[src/rtl/rs_dispatch_ctrl_if.sv]
// Dispatch-side bundle between rename/decode, the RS array and rs_dispatch_ctrl.
// Latency: none; this file only groups signals.
// Backpressure: dispatch_stall tells the front end to hold the op it is presenting.
interface rs_dispatch_ctrl_if #(parameter int CW = 7);
   logic              dispatch_valid;
   logic [2:0]        dispatch_type;
   logic [4:0]        rs_issue;
   logic              Predict_Result;
   logic              exception_sig;
   logic              mret_sig;
   logic [4:0]        RS_start;
   logic              dispatch_stall;
   logic [5*CW-1:0]   credits;
   logic [31:0]       stall_count;
   logic [1:0]        err;

   // Front end / RS side: drives ops, issue pulses and flush sources.
   modport master (
      output dispatch_valid, dispatch_type, rs_issue, Predict_Result, exception_sig, mret_sig,
      input  RS_start, dispatch_stall, credits, stall_count, err
   );

   // Scheduler side.
   modport slave (
      input  dispatch_valid, dispatch_type, rs_issue, Predict_Result, exception_sig, mret_sig,
      output RS_start, dispatch_stall, credits, stall_count, err
   );
endinterface

[src/rtl/rs_dispatch_ctrl.sv]
// Credit-based dispatch steering into five reservation stations (ALU, BR, MUL, DIV, MEM).
// Latency: zero; RS_start/dispatch_stall are combinational from registered credits and state.
// Backpressure: stalls when the target RS has no credit, on a flush, and while a flush drains.
module rs_dispatch_ctrl #(
   parameter int RS_DEPTH   = 64,
   parameter int CW         = $clog2(RS_DEPTH + 1),
   parameter int FLUSH_WAIT = 2
) (
   input  logic               clk,
   input  logic               reset,
   rs_dispatch_ctrl_if.slave  bus
);
   localparam int           FW   = (FLUSH_WAIT > 1) ? $clog2(FLUSH_WAIT) : 1;
   localparam logic [CW-1:0] FULL = CW'(RS_DEPTH);

   typedef enum logic {ST_RUN, ST_FLUSH} state_t;

   state_t          state_q;
   logic [FW-1:0]   fcnt_q;
   logic [CW-1:0]   cred_q [5];
   logic [31:0]     stall_cnt_q;
   logic [1:0]      err_q;

   logic            flush;
   logic            legal;
   logic            sel_zero;
   logic [4:0]      start_c;
   logic            stall_c;

   assign flush = bus.Predict_Result | bus.exception_sig | bus.mret_sig;
   assign legal = (bus.dispatch_type < 3'd5);

   // Look up whether the targeted RS is out of credit (illegal codes never match).
   always_comb begin
      sel_zero = 1'b0;
      case (bus.dispatch_type)
         3'd0:    sel_zero = (cred_q[0] == '0);
         3'd1:    sel_zero = (cred_q[1] == '0);
         3'd2:    sel_zero = (cred_q[2] == '0);
         3'd3:    sel_zero = (cred_q[3] == '0);
         3'd4:    sel_zero = (cred_q[4] == '0);
         default: sel_zero = 1'b0;
      endcase
   end

   // Accept/stall decision; everything is held quiet while reset is asserted.
   always_comb begin
      start_c = '0;
      stall_c = 1'b0;
      if (!reset) begin
         if (state_q == ST_FLUSH) begin
            stall_c = bus.dispatch_valid;
         end else if (bus.dispatch_valid && legal) begin
            if (sel_zero || flush)
               stall_c = 1'b1;
            else
               start_c = 5'b00001 << bus.dispatch_type;
         end
      end
   end

   // Flush FSM, credit bookkeeping, stall counter and sticky error flags.
   always_ff @(posedge clk) begin
      if (reset) begin
         state_q     <= ST_RUN;
         fcnt_q      <= '0;
         stall_cnt_q <= '0;
         err_q       <= '0;
         for (int i = 0; i < 5; i++) cred_q[i] <= FULL;
      end else begin
         if (stall_c)
            stall_cnt_q <= stall_cnt_q + 32'd1;
         if (bus.dispatch_valid && !legal)
            err_q[1] <= 1'b1;
         if (flush) begin
            // Every RS is emptied by the flush, so all credits come back at once.
            state_q <= ST_FLUSH;
            fcnt_q  <= FW'(FLUSH_WAIT - 1);
            for (int i = 0; i < 5; i++) cred_q[i] <= FULL;
         end else if (state_q == ST_FLUSH) begin
            if (fcnt_q == '0)
               state_q <= ST_RUN;
            else
               fcnt_q <= fcnt_q - FW'(1);
         end else begin
            for (int i = 0; i < 5; i++) begin
               if (bus.rs_issue[i] && !start_c[i]) begin
                  // An issue with a full RS means the RS and this counter disagree.
                  if (cred_q[i] == FULL)
                     err_q[0] <= 1'b1;
                  else
                     cred_q[i] <= cred_q[i] + CW'(1);
               end else if (start_c[i] && !bus.rs_issue[i]) begin
                  cred_q[i] <= cred_q[i] - CW'(1);
               end
            end
         end
      end
   end

   generate
      for (genvar g = 0; g < 5; g++) begin : g_cred
         assign bus.credits[g*CW +: CW] = cred_q[g];
      end
   endgenerate

   assign bus.RS_start       = start_c;
   assign bus.dispatch_stall = stall_c;
   assign bus.stall_count    = stall_cnt_q;
   assign bus.err            = err_q;
endmodule

[src/flat_wrapper.sv]
// flat-port wrapper written by rule: the top's interface ports become plain ports
module rs_dispatch_ctrl_flat 
#(
   parameter int RS_DEPTH   = 64,
   parameter int CW         = $clog2(RS_DEPTH + 1),
   parameter int FLUSH_WAIT = 2
)
  (clk, reset, bus_dispatch_valid, bus_dispatch_type, bus_rs_issue, bus_Predict_Result, bus_exception_sig, bus_mret_sig, bus_RS_start, bus_dispatch_stall, bus_credits, bus_stall_count, bus_err);
  rs_dispatch_ctrl_if #(.CW(CW)) bus_i ();
  input  logic clk;
  input  logic reset;
  input wire logic [$bits(bus_i.dispatch_valid)-1:0] bus_dispatch_valid;
  input wire logic [$bits(bus_i.dispatch_type)-1:0] bus_dispatch_type;
  input wire logic [$bits(bus_i.rs_issue)-1:0] bus_rs_issue;
  input wire logic [$bits(bus_i.Predict_Result)-1:0] bus_Predict_Result;
  input wire logic [$bits(bus_i.exception_sig)-1:0] bus_exception_sig;
  input wire logic [$bits(bus_i.mret_sig)-1:0] bus_mret_sig;
  output wire logic [$bits(bus_i.RS_start)-1:0] bus_RS_start;
  output wire logic [$bits(bus_i.dispatch_stall)-1:0] bus_dispatch_stall;
  output wire logic [$bits(bus_i.credits)-1:0] bus_credits;
  output wire logic [$bits(bus_i.stall_count)-1:0] bus_stall_count;
  output wire logic [$bits(bus_i.err)-1:0] bus_err;
  assign bus_i.dispatch_valid = bus_dispatch_valid;
  assign bus_i.dispatch_type = bus_dispatch_type;
  assign bus_i.rs_issue = bus_rs_issue;
  assign bus_i.Predict_Result = bus_Predict_Result;
  assign bus_i.exception_sig = bus_exception_sig;
  assign bus_i.mret_sig = bus_mret_sig;
  assign bus_RS_start = bus_i.RS_start;
  assign bus_dispatch_stall = bus_i.dispatch_stall;
  assign bus_credits = bus_i.credits;
  assign bus_stall_count = bus_i.stall_count;
  assign bus_err = bus_i.err;
  rs_dispatch_ctrl #(.RS_DEPTH(RS_DEPTH), .CW(CW), .FLUSH_WAIT(FLUSH_WAIT)) u_core (.clk(clk), .reset(reset), .bus(bus_i));
endmodule
[config.mk]
export PLATFORM = sky130hd
export DESIGN_NAME = rs_dispatch_ctrl_flat
export DESIGN_NICKNAME = d
export VERILOG_FILES = /design/src/rtl/rs_dispatch_ctrl_if.sv /design/src/rtl/rs_dispatch_ctrl.sv /design/src/flat_wrapper.sv
export SDC_FILE = /design/constraint.sdc
export NUM_CORES = 1
export LEC_CHECK = 0
export BUFFER_PORTS_ARGS = -buffer_cell sky130_fd_sc_hd__buf_2
export CAP_MARGIN = 20
export CORE_ASPECT_RATIO = 2
export CORE_MARGIN = 4
export CORE_UTILIZATION = 25
export DETAILED_ROUTE_END_ITERATION = 8
export PLACE_DENSITY = 0.47
export SKIP_CTS_REPAIR_TIMING = 1
export SYNTH_ARGS = -nofsm -noshare
export SYNTH_HDL_FRONTEND = slang
export SYNTH_SLANG_ARGS = --single-unit
[constraint.sdc]
create_clock -name clk -period 7.5 [get_ports clk]
set_input_delay 0.75 -clock clk [delete_from_list [all_inputs] [get_ports clk]]
set_output_delay 0.75 -clock clk [all_outputs]
set_load 0.02 [all_outputs]
# After elaboration in Yosys (flattened, before gate mapping)
# Memory sizes are Yosys's and may differ from the RTL's.
# Cells that the tools add are included.
# word_totals
reg_bits	36
ram_bits	35
in_bits	14
out_inout_bits	75
wordCells	188
n_memories	1
# classes
addsub	12
order_cmp	1
n_eq_ne	9
shifts	1
n_mux	108
n_bitwise	19
n_reduce_logical	32
# mem_list
name	depth	width	read_ports	rd_ports_with_merged_regs	wr	line_no	rtl
u_core.cred_q	5	7	5	0	5	rs_dispatch_ctrl.sv:20	logic [CW-1:0] cred_q [5];
# ops
operator	n
two-way mux 7 bit	15
two-way mux 1 bit	88
adder 7 x 1 -> 7 bit (second input constant)	5
== test 7 bit (second input constant)	5
zero test 7 bit	5
subtractor 7 x 1 -> 7 bit (second input constant)	5
adder 32 x 1 -> 32 bit (second input constant)	1
two-way mux 5 bit	4
bitwise OR 1 bit	17
logical AND 1 bit	12
zero test 1 bit	11
== test 3 x 2 -> 1 bit (second input constant)	2
one-hot mux 1 bit (5 select lines)	1
<< shifter 1 x 3 -> 5 bit (first input constant)	1
== test 3 x 1 -> 1 bit (second input constant)	1
== test 3 bit (second input constant)	1
zero test 3 bit	1
less-than comparator 3 bit (second input constant)	1
NOT 1 bit	2
AND reduction 2 bit	1
nonzero test 2 bit	1
logical OR 1 bit	1
subtractor 1 bit (second input constant)	1

# Depth between registers and ports, before layout
# Gate-level depths: netlist of the first run.
# logic_depth
depth_word	21
ltp_mapped	13
ltp_nobuf	13

# Worst setup path after synthesis of the first run
# No wires, ideal clock.
# synth_path
path_kind	input to register
startpoint	input port reset
endpoint	memory u_core.cred_q[1][6], data pin
setup_ns	0.256
t_arrival_ns	3.472
required_ns	7.244
path_slack_ns	3.771
stages	12
path_buffers	0
cell_sequence	nor4_2 -> and3_1 -> and3b_1 -> nor3b_1 -> ha_1 -> nor2b_1 -> o21ai_0 -> nand2b_1 -> a21o_1 -> a21oi_1 -> xnor2_1 -> nand2b_1
# synth_lines
element	line_no	rtl
from (decl)	flat_wrapper.sv:11	input logic reset;
to (decl)	rs_dispatch_ctrl.sv:20	

==> run_results.csv, run 1 <==
group,metric,value,unit
grt,antenna_found_initial,0,
grt,grt_max_degree,41,
critical_path,timing_worst_setup_path_type,"primary input to register",
critical_path,crit_path_max_incr_delay,0.75,ns
die,fp.coreArea,0.0173,mm²
sta,fin_crit_sh,58.5,%
finish,regArea,0.00177,mm²
power,p_int,726,µW
clocking,cts_tree,"built",
die,die_w,102,µm
route,drt-total-wl,12400,µm
critical_path,crit_buf_inv,1,
critical_path,setup.worst_path.end_class,"register",
sta,hold_violations,0,
sta,final.setup.tns,0,ns
route,antenna_left,0,
logic_synthesis,synth_nets,520,
logic_synthesis,synth-xor-area-share,9.48,%
logic_synthesis,ys_warn_count,0,
sta,rsz0062_at_grt,"false",
logic_synthesis,ys_seq_elements,71,
logic_synthesis,synth-adder-area-share,8.34,%
logic_synthesis,ys_seq_area_share,40.2,%
critical_path,worst_path_most_repeated_cell,"nand2b_1",
placement,place_hpwl,9760,µm
grt,grt_usage,13.1,%
logic_synthesis,synth_mux_area_share,0.738,%
logic_synthesis,synthArstFlopShare,0,%
route,first_pass_iters,5,
power,power_density,183,mW/mm²
die,io_pins,89,
route,drc,0,
logic_synthesis,synth-edff-count,35,
run,drv_cap,0,
critical_path,worst_setup_path_start_kind,"primary input",
route,wl_per_cell,15.9,µm
finish,nets,607,
route,first_iter_violations,125,
sta,relSlewSlack,32.3,%
finish,insertedDiodeCount,0,
sta,fmax,228,MHz
grt,grt_pass1_vias,4056,
placement,place_congestion,0.815,
die,fp.dieH,196,µm
critical_path,critPathArrivalTime,4.48,ns
logic_synthesis,synth_top_family_by_area,"simple AND/OR/NAND/NOR gates",
finish,multi_input_area,0.00249,mm²
clocking,numCtsBuffers,9,
grt,gr-total-overflow,0,
clocking,root_buffer,"clkbuf_16",
logic_synthesis,ys.flop_type,"dfxtp_1",
critical_path,crit_path_max_fanout,40,
route,vias,3841,
power,vdd_drop_max,0.000125,V
critical_path,crit_family,"simple AND/OR/NAND/NOR gates",
logic_synthesis,synth_compound_area_share,12.7,%
finish,fillers,1836,
power,power_frac_seq,45.0,%
die,rows,68,
logic_synthesis,synth_area,0.00441,mm²
power,clockPowerShare,43.4,%
logic_synthesis,syn_inst,479,
sta,drv_slew,0,
sta,skew,0.00625,ns
finish,drive_above_1_share,20.0,%
grt,grt_pass1_wl,20500,µm
logic_synthesis,synth-simple-area-share,25.3,%
placement,io_buffer_count,88,
power,power.leakage,0.00238,µW
sta,worstMarginPinSlew,1.01,ns
power,comb_power_share,11.5,%
critical_path,required,7.59,ns
clocking,clockBufferDepth,2,
die,start_util,25.5,%
sta,whs,0.486,ns
sta,finalSetupViolCount,0,
critical_path,cp_slowest_cell,"nor3b_1",
finish,area_delta_synth_final,21.7,%
power,p_sw_share,26.1,%
logic_synthesis,ys_types,59,
clocking,insertion_delay,0.34,ns
die,die-area,0.0200,mm²
route,vias_per_cell,4.92,
power,switching_power,256,µW
clocking,clk_pin_slew_worst_paths,0.06,ns
hold_path,min_path_type,"register to register",
clocking,htree_levels,3,
critical_path,cp_cell_sequence,"buf_2, nor4_2, and3_1, and3b_1, nor3b_1, ha_1, nor2b_1, o21ai_0, nand2b_1, a21o_1, a21oi_1, xnor2_1, nand2b_1",
sta,min_period,4.39,ns
outcome,outcome,"finished clean",
logic_synthesis,syn_area_per_cell,9.21,µm²
clocking,clock-sinks,71,
-- cells in the final DEF (no fill, tap or decap), drive strengths merged, types with 16 or more instances in the layout --
master,count
buf,91
dfxtp,36
o21ai,20
edfxtp,35
ha,23
nand2,20
a21oi,27
xnor2,31
nor2,66
inv,21
nand3,24
nor3,16
-- synthesized netlist by cell type, types with 3 or more instances --
library cell	n	share of area (%)
nand2b_1	6	0.85
or3_1	10	1.4
inv_1	21	1.8
nand3_1	24	2.7
a21oi_1	27	3.1
o21ai_0	20	2.3
nand4b_1	4	0.79
nand2_1	20	1.7
fa_1	4	1.8
and2_1	4	0.57
nor3b_1	6	1.0
ha_1	23	6.5
nor4_1	6	0.85
nor2_1	66	5.6
o211ai_1	3	0.51
nor3_1	16	1.8
a21o_1	15	2.6
nor2b_1	8	1.1
clkbuf_1	11	0.94
and3_1	13	1.8
nand4_1	8	1.1
xor2_1	14	2.8
dfxtp_1	36	16
edfxtp_1	35	24
and4_1	3	0.60
xnor2_1	31	6.2
-- per-stage QoR --
stage | std cells | util [%] | setup WS [ns] | total power, µW | area, µm²
2_1_floorplan | 479 | - | 3.77 | 524 | 4410
3_3_place_gp | 765 | 29.4 | 2.96 | 562 | 5070
3_5_place_dp | 765 | 29.4 | 2.74 | 566 | 5070
4_1_cts | 781 | 31.1 | 3.09 | 999 | 5370
5_1_grt | 781 | 31.1 | 2.76 | 1030 | 5370
6_report | 781 | 31.1 | 3.11 | 982 | 5370
-- sequential cells by signal, indices dropped and copies added (netlist names) --
register	flops
u_core.cred_q	35
u_core.fcnt_q	1
u_core.bus.stall_count	32
u_core.state_q	1
u_core.bus.err	2
-- metal layers --
| metal | vias up | track usage, % | routed length [µm] |
|---|---|---|---|
| li1 | 1911 | - | - |
| met5 | - | 0 | 0 |
| met2 | 90 | 24.5 | 6790 |
| met1 | 1821 | 13.1 | 4520 |
| met4 | 0 | 5.35 | 323 |
| met3 | 19 | 3.67 | 798 |
-- tightest hold or removal path, stage by stage (launching register included) --
cell,delay (ns)
dfxtp_1,0.34
a21oi_1,0.05
nor2_1,0.07
-- logic make-up (layout without fill, tap and decap cells) --
family          count (synthesis)  count (layout)
buf+inv                        36             128
xor+xnor                       46              46
compound gates                 88              88
simple gates                  208             208
mux                             3               3
flops                          71              71
fa+ha+maj                      27              27
-- power groups by stage --
stage	registers [µW]	clock network [µW]	logic [µW]
after floorplan	458	0	65.9
after global placement	450	0	112
after detailed placement	451	0	115
after CTS	443	441	115
after global routing	446	457	128
final	442	426	113
-- cell type report --
| cell class | instances | share of cell area, % |
|---|---|---|
| Multi-Input combinational cell | 372 | 46.5 |
| Timing Repair Buffer | 91 | 8.62 |
| Clock buffer | 13 | 5.27 |
| Clock inverter | 3 | 0.280 |
| Tap cell | 210 | 4.89 |
| Inverter | 21 | 1.47 |
| Sequential cell | 71 | 33.0 |
-- path summary, 6_finish.rpt --
check | startpoint | end | slack, ns | depth (start not counted)
hold reg to reg | u_core.bus.err[1] | u_core.bus.err[1] | 0.49 | 2
setup / recovery | reset | u_core.cred_q[1][6] | 3.11 | 13
hold / removal | u_core.bus.err[1] | u_core.bus.err[1] | 0.49 | 2
setup reg to reg | u_core.cred_q[2][0] | u_core.cred_q[2][6] | 4.04 | 9
Power figures use the tool's default switching activity.
==> run 2: changes to the inputs <==
Clock period 7.5 ns to 4.05 ns, I/O delays scaled along.
==> run_results.csv, run 2 (same netlist as run 1, synthesis figures left out) <==
group,metric,value,unit
outcome,outcome,"finished clean",
placement,io_buffer_count,88,
sta,setup_ws,0.839,ns
critical_path,worst_setup_path_start_kind,"register",
critical_path,required,4.14,ns
finish,largest_register_ffs,35,
sta,worstMarginPinSlew,0.925,ns
clocking,numCtsBuffers,9,
clocking,clk_pin_slew_worst_paths,0.06,ns
finish,most-common-layout-cells,"88 x buf_2, 66 x nor2_1, 36 x dfxtp_1",
die,fp.dieH,196,µm
die,io_pins,89,
die,fp.coreArea,0.0173,mm²
finish,layout_commonest_cell,"buf_2",
route,wl_per_cell,15.7,µm
critical_path,crit_buf_inv,1,
finish,fillers,1854,
critical_path,crit_family,"simple AND/OR/NAND/NOR gates",
clocking,htree_levels,3,
route,wl_met3,608,µm
finish,nets,614,
sta,relSlewSlack,38.1,%
grt,grt_pass1_wl,20000,µm
power,power_density,331,mW/mm²
grt,grt_max_degree,40,
placement,place_congestion,0.808,
route,drc,0,
grt,gr-total-overflow,0,
critical_path,crit_path_max_incr_delay,0.42,ns
route,vias_per_cell,4.88,
power,power.leakage,0.00240,µW
grt,grt_usage,12.8,%
critical_path,critPathArrivalTime,3.30,ns
die,die_w,102,µm
die,die-area,0.0200,mm²
critical_path,timing_worst_setup_path_type,"register to register",
critical_path,setup.worst_path.end_class,"register",
sta,rsz0062_at_grt,"false",
clocking,insertion_delay,0.34,ns
power,total_power,1790,µW
hold_path,min_path_type,"primary input to register",
sta,whs,0.436,ns
placement,pre_cts_ws,0.569,ns
route,top_layer_used,"met4",
sta,min_period,3.21,ns
critical_path,cp_cell_sequence,"nor4_1, nand4b_1, nand4b_1, inv_1, ha_1, nor2b_1, o21ai_0, nand2b_1, a21o_1, a21oi_1, xnor2_1, nand2b_1",
grt,antenna_found_initial,0,
sta,fin_crit_sh,79.3,%
route,antenna_left,0,
grt,grt_pass1_vias,4060,
sta,fmax,311,MHz
clocking,clock-sinks,71,
route,first_iter_violations,134,
clocking,clockBufferDepth,2,
sta,hold_violations,0,
route,drt-total-wl,12400,µm
route,vias,3854,
clocking,root_buffer,"clkbuf_16",
finish,area_delta_synth_final,22.7,%
route,met1Wirelength,4700,µm
die,rows,68,
placement,place_hpwl,9850,µm
critical_path,crit_path_max_fanout,5,
finish,top_register,"u_core.cred_q",
power,vdd_drop_max,0.000216,V
route,first_pass_iters,4,
sta,final.setup.tns,0,ns
run,drv_cap,0,
sta,drv_slew,0,
sta,finalSetupViolCount,0,
die,start_util,25.5,%
sta,skew,0.00714,ns
critical_path,cp_slowest_cell,"edfxtp_1",
route,wl_met2,6840,µm
finish,drive_above_1_share,20.9,%
clocking,cts_tree,"built",
-- run 2: cell types whose count changed in the layout (fill, tap and decap cells not counted), sizes merged --
cell    before  now
clkinv       3    2
inv         21   22
buf         91   98
diode        0    2
-- run 2: path summary, 6_finish.rpt --
check / depth (start not counted) / endpoint / slack, ns / start
hold reg to reg: 2 / u_core.state_q / 0.49 / u_core.fcnt_q
setup / recovery: 12 / u_core.cred_q[0][6] / 0.84 / u_core.cred_q[0][1]
setup reg to reg: 12 / u_core.cred_q[0][6] / 0.84 / u_core.cred_q[0][1]
hold / removal: 3 / u_core.bus.err[1] / 0.44 / bus_dispatch_valid
-- run 2: worst reg2reg max path, cell delays in order, from the launching register on --
cell and delay (ns):
edfxtp_1 0.42, nor4_1 0.41, nand4b_1 0.32, nand4b_1 0.31, inv_1 0.17, ha_1 0.34, nor2b_1 0.15, o21ai_0 0.15
nand2b_1 0.11, a21o_1 0.19, a21oi_1 0.19, xnor2_1 0.14, nand2b_1 0.07
-- run 2: through the flow --
step,util (%),cell area [µm²],instances
floorplan,-,4410,479
finish,31.3,5410,790
CTS,31.3,5410,788
global placement,29.7,5120,772
detailed placement,29.7,5120,772
global route,31.3,5410,788
-- run 2: where the power goes --
| group | internal, µW | switching [µW] |
|---|---|---|
| logic | 81.8 | 135 |
| registers | 780 | 38.8 |
| clock network | 457 | 298 |
| total | 1320 | 472 |
-- run 2: cell type report --
cell class / instances / area, µm² / share of cell area, %
Multi-Input combinational cell: 372 / 2490 / 46.1
Sequential cell: 71 / 1770 / 32.7
Timing Repair Buffer: 98 / 515 / 9.53
Clock buffer: 13 / 265 / 4.90
Tap cell: 210 / 263 / 4.86
Inverter: 21 / 78.8 / 1.46
Clock inverter: 3 / 16.3 / 0.301
Antenna cell: 2 / 5.00 / 0.0925
-- run 2: metal layers --
| metal | vias up | global-route usage [%] |
|---|---|---|
| met5 | - | 0 |
| met4 | 0 | 4.57 |
| met3 | 14 | 3.10 |
| met2 | 86 | 24.5 |
| met1 | 1830 | 12.9 |
| li1 | 1924 | - |
==> run 3: changes to the inputs <==
Settings changed: PLACE_DENSITY 0.47 to 0.48.
Clock period 4.05 ns to 2.6 ns, I/O delays scaled along.
==> run_results.csv, run 3 (same netlist as run 1, synthesis figures left out) <==
group,metric,value,unit
route,top_layer_used,"met4",
die,fp.dieH,196,µm
clocking,cts_tree,"built",
critical_path,cp_slowest_cell,"or4b_1",
clocking,clk_pin_slew_worst_paths,0.06,ns
sta,finalSetupViolCount,13,
die,die-area,0.0200,mm²
critical_path,setup.worst_path.end_class,"register",
finish,insertedDiodeCount,0,
power,vdd_drop_max,0.000321,V
finish,fin_util,40.2,%
grt,grt_max_degree,40,
critical_path,timing_worst_setup_path_type,"register to register",
route,wl_per_cell,15.7,µm
hold_path,min_path_type,"primary input to register",
finish,fillers,1748,
sta,hold_violations,0,
finish,largest_register_ffs,35,
sta,drv_slew,0,
outcome,failed_checks,"setup timing",
critical_path,crit_family,"simple AND/OR/NAND/NOR gates",
clocking,root_buffer,"clkbuf_16",
critical_path,required,2.87,ns
route,drc,0,
sta,fmax,372,MHz
route,drt-total-wl,14200,µm
finish,most-common-layout-cells,"115 x buf_4, 88 x buf_2, 57 x nor2_1",
critical_path,worst_setup_path_start_kind,"register",
placement,place_congestion,0.818,
sta,setup_ws,-0.0889,ns
power,power_density,477,mW/mm²
die,die_w,102,µm
route,met1Wirelength,5260,µm
grt,antenna_found_initial,0,
run,drv_cap,0,
finish,drive_above_1_share,46.0,%
sta,skew,0.00472,ns
outcome,outcome,"complete, but fails checks",
clocking,insertion_delay,0.34,ns
route,first_pass_iters,4,
critical_path,cp_cell_sequence,"and4_4, and4_4, nand4_1, or4b_1, or4_4, or3_4, a21oi_2",
clocking,clockBufferDepth,2,
finish,layout_commonest_cell,"buf_4",
clocking,clock-sinks,71,
critical_path,crit_path_max_fanout,7,
power,power.leakage,0.00321,µW
finish,top_register,"u_core.cred_q",
clocking,numCtsBuffers,9,
die,fp.coreArea,0.0173,mm²
sta,fin_crit_sh,103,%
clocking,htree_levels,3,
route,antenna_left,0,
power,total_power,3310,µW
critical_path,worst_path_most_repeated_cell,"and4_4",
die,start_util,25.5,%
sta,rsz0062_at_grt,"true",
critical_path,critPathArrivalTime,2.96,ns
finish,area_delta_synth_final,57.5,%
placement,place_hpwl,10600,µm
sta,worstMarginPinSlew,0.510,ns
grt,grt_pass1_wl,21400,µm
die,rows,68,
grt,grt_pass1_vias,4448,
critical_path,crit_path_max_incr_delay,0.57,ns
route,wl_met2,7920,µm
grt,grt_usage,13.6,%
route,wl_met3,718,µm
finish,nets,728,
sta,min_period,2.69,ns
route,vias_per_cell,4.91,
critical_path,crit_buf_inv,0,
route,vias,4432,
grt,gr-total-overflow,0,
sta,relSlewSlack,65.8,%
placement,pre_cts_ws,-0.236,ns
route,first_iter_violations,174,
placement,io_buffer_count,88,
die,io_pins,89,
-- run 3: cell count changes in the layout (fill, tap and decap cells not counted), sizes merged --
cell / previous run / this run
buf: 98 / 211
diode: 2 / 0
and4b: 2 / 3
bufinv: 0 / 1
clkbuf: 13 / 14
clkinv: 2 / 1
inv: 22 / 21
-- run 3: through the flow --
step / hold WS [ns] / area, µm² / std cells / TNS [ns]
floorplan: 0.401 / 4580 / 479 / -0.439
global placement: 0.452 / 6000 / 868 / -3.65
detailed placement: 0.452 / 6000 / 868 / -5.47
CTS: 0.341 / 6380 / 884 / -6.41
global route: 0.370 / 6950 / 902 / -4.20
finish: 0.351 / 6950 / 902 / -0.659
-- run 3: path summary, 6_finish.rpt --
kind,to,cells after the start,from,slack (ns)
worst min-delay path,u_core.bus.err[0],4,bus_rs_issue[0],0.35
worst max register to register,u_core.bus.stall_count[26],7,u_core.bus.stall_count[9],-0.09
worst min register to register,u_core.bus.err[1],2,u_core.bus.err[1],0.46
worst max-delay path,u_core.bus.stall_count[26],7,u_core.bus.stall_count[9],-0.09
-- run 3: worst register-to-register path: cells and delay by family, from the launching register on --
family | cells | cell delay [ns]
AND/OR/NAND/NOR | 6 | 2.13
flip-flops | 1 | 0.37
AO/OA/AOI/OAI | 1 | 0.13
-- run 3: cell type report --
| class | instances | area, µm² | area share (%) |
|---|---|---|---|
| inverter | 21 | 78.8 | 1.13 |
| clock inverter | 2 | 35.0 | 0.504 |
| timing repair buffer | 211 | 1410 | 20.2 |
| clock buffer | 14 | 339 | 4.88 |
| sequential | 71 | 1790 | 25.7 |
| tap | 210 | 263 | 3.78 |
| multi-input combinational | 373 | 3040 | 43.7 |
-- run 3: per-layer routing --
metal	up-vias	GRT usage, %
met5	-	0
met4	0	5.26
met3	21	2.85
met2	114	25.6
met1	2135	14.3
li1	2162	-
-- run 3: power by group --
group	total, µW	leakage (µW)	switching (µW)	internal, µW
sequential	1240	0.000693	34.4	1210
combinational	577	0.00234	308	270
clock	1490	0.000185	491	1000
